`config.mk`:
```
export PLATFORM = sky130hd
export DESIGN_NAME = serial_sub_ctrl
export DESIGN_NICKNAME = d
export VERILOG_FILES = /design/src/rtl/serial_sub_ctrl.sv
export SDC_FILE = /design/constraint.sdc
export NUM_CORES = 1
export LEC_CHECK = 0
export ABC_AREA = 1
export CORE_MARGIN = 2
export CORE_UTILIZATION = 35
export DETAILED_ROUTE_END_ITERATION = 6
export SLEW_MARGIN = 40
export SYNTH_ARGS = -nofsm -noshare
export SYNTH_HDL_FRONTEND = slang
export SYNTH_SLANG_ARGS = --single-unit
```
`constraint.sdc`:
```
create_clock -name clk -period 1.4 [get_ports clk]
set_clock_uncertainty 0.15 [all_clocks]
set_input_delay 0.42 -clock clk [delete_from_list [all_inputs] [get_ports clk]]
set_output_delay 0.42 -clock clk [all_outputs]
set_load 0.02 [all_outputs]
```
`src/rtl/serial_sub_ctrl.sv`:
```
// Bit-serial subtractor: one full_sub cell is reused LSB first to compute a - b over WIDTH cycles.
// Latency: WIDTH+1 cycles from accepted start to the done pulse; a new start can be accepted every WIDTH+2 cycles.
// Backpressure: start is only sampled in IDLE; requests made while busy are dropped and never queued.

module full_sub (
    input  logic a,
    input  logic b,
    input  logic bin,
    output logic d,
    output logic bo
);
    assign d  = a ^ b ^ bin;
    assign bo = (~a & b) | (~(a ^ b) & bin);
endmodule

module serial_sub_ctrl #(
    parameter int WIDTH = 8
) (
    input  logic             clk,
    input  logic             rst_n,
    input  logic             start,
    input  logic [WIDTH-1:0] a,
    input  logic [WIDTH-1:0] b,
    output logic             busy,
    output logic             done,
    output logic [WIDTH-1:0] diff,
    output logic             bout
);
    localparam int CW = $clog2(WIDTH);
    localparam logic [CW-1:0] LAST = CW'(WIDTH - 1);

    localparam logic [1:0] IDLE  = 2'd0;
    localparam logic [1:0] SHIFT = 2'd1;
    localparam logic [1:0] DONE  = 2'd2;

    logic [1:0]       state;
    logic [WIDTH-1:0] a_sr;
    logic [WIDTH-1:0] b_sr;
    logic [WIDTH-1:0] d_sr;
    logic             brw;
    logic [CW-1:0]    cnt;
    logic             d_bit;
    logic             bo_bit;

    full_sub u_cell (
        .a   (a_sr[0]),
        .b   (b_sr[0]),
        .bin (brw),
        .d   (d_bit),
        .bo  (bo_bit)
    );

    assign busy = (state == SHIFT) || (state == DONE);
    assign done = (state == DONE);

    always_ff @(posedge clk or negedge rst_n) begin
        if (!rst_n) begin
            state <= IDLE;
            a_sr  <= '0;
            b_sr  <= '0;
            d_sr  <= '0;
            brw   <= 1'b0;
            cnt   <= '0;
            diff  <= '0;
            bout  <= 1'b0;
        end else begin
            case (state)
                IDLE: begin
                    if (start) begin
                        a_sr  <= a;
                        b_sr  <= b;
                        brw   <= 1'b0;
                        cnt   <= '0;
                        state <= SHIFT;
                    end
                end
                SHIFT: begin
                    d_sr <= {d_bit, d_sr[WIDTH-1:1]};
                    a_sr <= a_sr >> 1;
                    b_sr <= b_sr >> 1;
                    brw  <= bo_bit;
                    // Counter stops at the last bit so it never wraps inside an op.
                    if (cnt == LAST) begin
                        diff  <= {d_bit, d_sr[WIDTH-1:1]};
                        bout  <= bo_bit;
                        state <= DONE;
                    end else begin
                        cnt <= cnt + 1'b1;
                    end
                end
                DONE: begin
                    state <= IDLE;
                end
                default: begin
                    state <= IDLE;
                end
            endcase
        end
    end
endmodule

```
==> qor.txt <==
Deepest clock path buffer count: 2
Worst R2R Setup Slack: -0.09 ns
Seq cells post-synth: 38
Data arrival, critical path: 1.11 ns
Worst setup timing slack at the placement stage: -0.437 ns
Initial antenna violation count: 0
Total die area: 0.00580 sq mm
Number of sinks driven by the clock tree: 38
Slew headroom: 85.8%
# rows: 26
Switching share of power: 39.1%
Leakage power summed over all cells: 1.50 nW
Endpoint required time on the critical path: 0.83 ns
Clock tree from TritonCTS: done
Largest net degree at the start of global routing: 39
CTS clock-pin slew for the worst setup and hold paths: 0.08 ns
Port bufs: 29
Global-route wire length before repair: 6620 microns
Status: complete, but fails checks
Max VDD drop: 0.869 mV
Core area: 0.00507 sq mm
Layout Area Growth over Synthesis: 63.3%
Number of remaining DRC errors: 0
Startpoint type of the worst setup path: register
Number of failing setup endpoints in the final timing report: 22
Total global routing track utilization: 13.8%
Horizontal die dimension: 76.1 microns
Synth Warn #: 0
Antenna Violating Nets Remaining: 0
Fraction of layout instances using a drive strength above 1: 40.8%
Final RePlAce weighted congestion: 0.697
Fmax: 0.594 GHz
Origin of the critical flop-to-flop path: state[1]$_DFFE_PN0P_
Distinct cells, synth: 17
Initial Util: 35.9%
Launching element of the worst setup path: state[0]$_DFFE_PN0P_
Vias/cell: 4.43
H-tree lvl count: 2
Actual transition at the worst max-transition pin: 0.212 ns
Fin nets: 325
Buffer cell driving the clock tree root: sky130_fd_sc_hd__clkbuf_8
Post-synthesis cell count: 226
Proportion of power drawn by flip-flops and latches: 28.6%
Clock network fraction of design power: 16.5%
Timing endpoint of the critical path: busy
Final slew viol count: 0
Least setup slack across all paths after layout: -0.283 ns
RSZ-0062 raised after global routing: yes
Clock buffers created by TritonCTS: 5
Endpoint of the worst-slack reg-to-reg timing path: b_sr[3]$_DFFE_PN0P_
Count of endpoints failing hold in the final timing report: 0
Logic pwr share: 54.9%
Post-synthesis sequential area ratio: 52.2%
Max FO, Critical Path: 3
Total grt overflow: 0
Path depth of the worst reg2reg path: 9
Average wire per cell in the routed design: 11.7 microns
Total negative slack for setup checks: -1.97 ns
Type of destination of the critical path: output pin
Die Span Y: 76.1 microns
Boundary Pins: 30
Switching power: 2.25 mW
Initial drt markers: 67
Power per unit of standard cell area: 1930 mW/mm^2
Hpwl dp: 2550 microns
Clock insertion delay at the later pin of the skew report: 0.29 ns
Largest cells by area after synthesis: sky130_fd_sc_hd__dfrtp_1 52%, sky130_fd_sc_hd__nand2_1 24%, sky130_fd_sc_hd__o21ai_0 4.9%
Total via count after detailed routing: 1636
Post-route clock period utilization: 120%
Synth Net Count: 253
WS Path Type: reg -> out
Internal: 3.50 mW
Final worst path period need: 1.68 ns
Area share of the largest cell type after synthesis: 52.2%
Violations in the final reports: negative setup slack
Diodes inserted: 0
Max-cap violations: 0
DR pass1 iterations: 4
Mean post-synth cell area: 8.06 sq um
Cell type with the largest total area after synthesis: sky130_fd_sc_hd__dfrtp_1
Min-Delay Path Class: reg -> reg
Post-Route WL: 4330 microns
Summed instance area of the synthesized netlist: 0.00182 sq mm
Via count of the first global-routing pass: 1483
-- flip-flops by register name, indices dropped and copies added, names as in the netlist --
name and count:
brw 1, b_sr 8, a_sr 8, d_sr 7, diff 8, bout 1
cnt 3, state 2
-- cell type report --
type | count | area (sq um)
Clock inverter | 3 | 45.0
Clock buffer | 5 | 68.8
Tap cell | 70 | 87.6
Inverter | 19 | 86.3
Fill cell | 475 | 2100
Multi-Input combinational cell | 160 | 962
Timing Repair Buffer | 74 | 773
Sequential cell | 38 | 951
-- critical path, stage by stage, from the launching register on --
cell and delay (ns):
sky130_fd_sc_hd__dfrtp_1 0.40, sky130_fd_sc_hd__inv_2 0.09, sky130_fd_sc_hd__ha_4 0.20, sky130_fd_sc_hd__buf_6 0.13
-- Yosys cell counts (all sizes together) --
| cell type | count |
|---|---|
| a21oi | 2 |
| nand3 | 6 |
| buf | 9 |
| o211ai | 1 |
| ha | 7 |
| nor2 | 4 |
| dfrtp | 38 |
| o21ai | 18 |
| nand2 | 121 |
| inv | 19 |
| fa | 1 |
-- stage by stage --
stage,utilization [%],power [mW],hold WS [ns],std cells,area (sq um)
6_report,58.6,5.75,0.325,369,2970
5_1_grt,58.6,6.18,0.352,369,2970
4_1_cts,50.8,5.05,0.329,353,2580
3_5_place_dp,46.9,3.95,0.255,340,2380
3_3_place_gp,46.9,3.89,0.254,340,2380
2_1_floorplan,-,3.21,-0.0256,226,1860
-- layer usage --
layer  global-route usage (%)  routed length (microns)  vias up
met1                     17.0                     1920      763
met5                        0                        0        -
met3                     4.38                      169        9
met2                     23.7                     2170       36
li1                         -                        -      828
met4                     3.45                       76        0
-- timing repair --
action                     in CTS  in global routing
gates cloned                    0                  5
buffers inserted                4                 13
pin swaps                       3                 34
gates resized for setup        74                 78
setup endpoints to repair      49                 49
hold buffers                    1                  0
hold endpoints to repair       38                  0
-- layout by cell type (no fill, tap or decap), drive strengths merged --
cell type        n
dfrtp           38
clkinvlp         2
nor2             4
o21ai           18
ha               7
buf             53
o211ai           1
nand3            6
dlygate4sd3      1
clkdlybuf4s50   17
inv             19
bufinv           1
a21oi            2
clkbuf           8
nand2          121
fa               1
-- worst min path at each step --
stage / to / slack, ns / from / cells past startpoint
after floorplan: a_sr[0]$_DFFE_PN0P_ / -0.03 / rst_n / 0
after global placement: diff[0]$_DFFE_PN0P_ / 0.25 / rst_n / 2
after detailed placement: d_sr[1]$_DFFE_PN0N_ / 0.26 / rst_n / 2
after CTS: b_sr[5]$_DFFE_PN0P_ / 0.33 / b_sr[5]$_DFFE_PN0P_ / 2
after global routing: b_sr[7]$_DFFE_PN0P_ / 0.35 / b_sr[7]$_DFFE_PN0P_ / 2
final: a_sr[7]$_DFFE_PN0P_ / 0.33 / a_sr[7]$_DFFE_PN0P_ / 2
-- cells by family after synthesis --
logic type / share of synthesized area (%)
AO/OA/AOI/OAI: 5.91
buffers and inverters: 7.90
adder cells (fa/ha/maj): 5.91
flip-flops: 52.2
AND/OR/NAND/NOR: 28.1
-- power groups by stage --
stage / clock (mW) / combinational, mW / sequential (mW)
after floorplan: 0 / 1.57 / 1.64
after CTS: 0.968 / 2.43 / 1.65
final: 0.948 / 3.16 / 1.65
after global routing: 1.02 / 3.47 / 1.69
after detailed placement: 0 / 2.29 / 1.66
after global placement: 0 / 2.24 / 1.65
(Power assumes the default switching activity.)
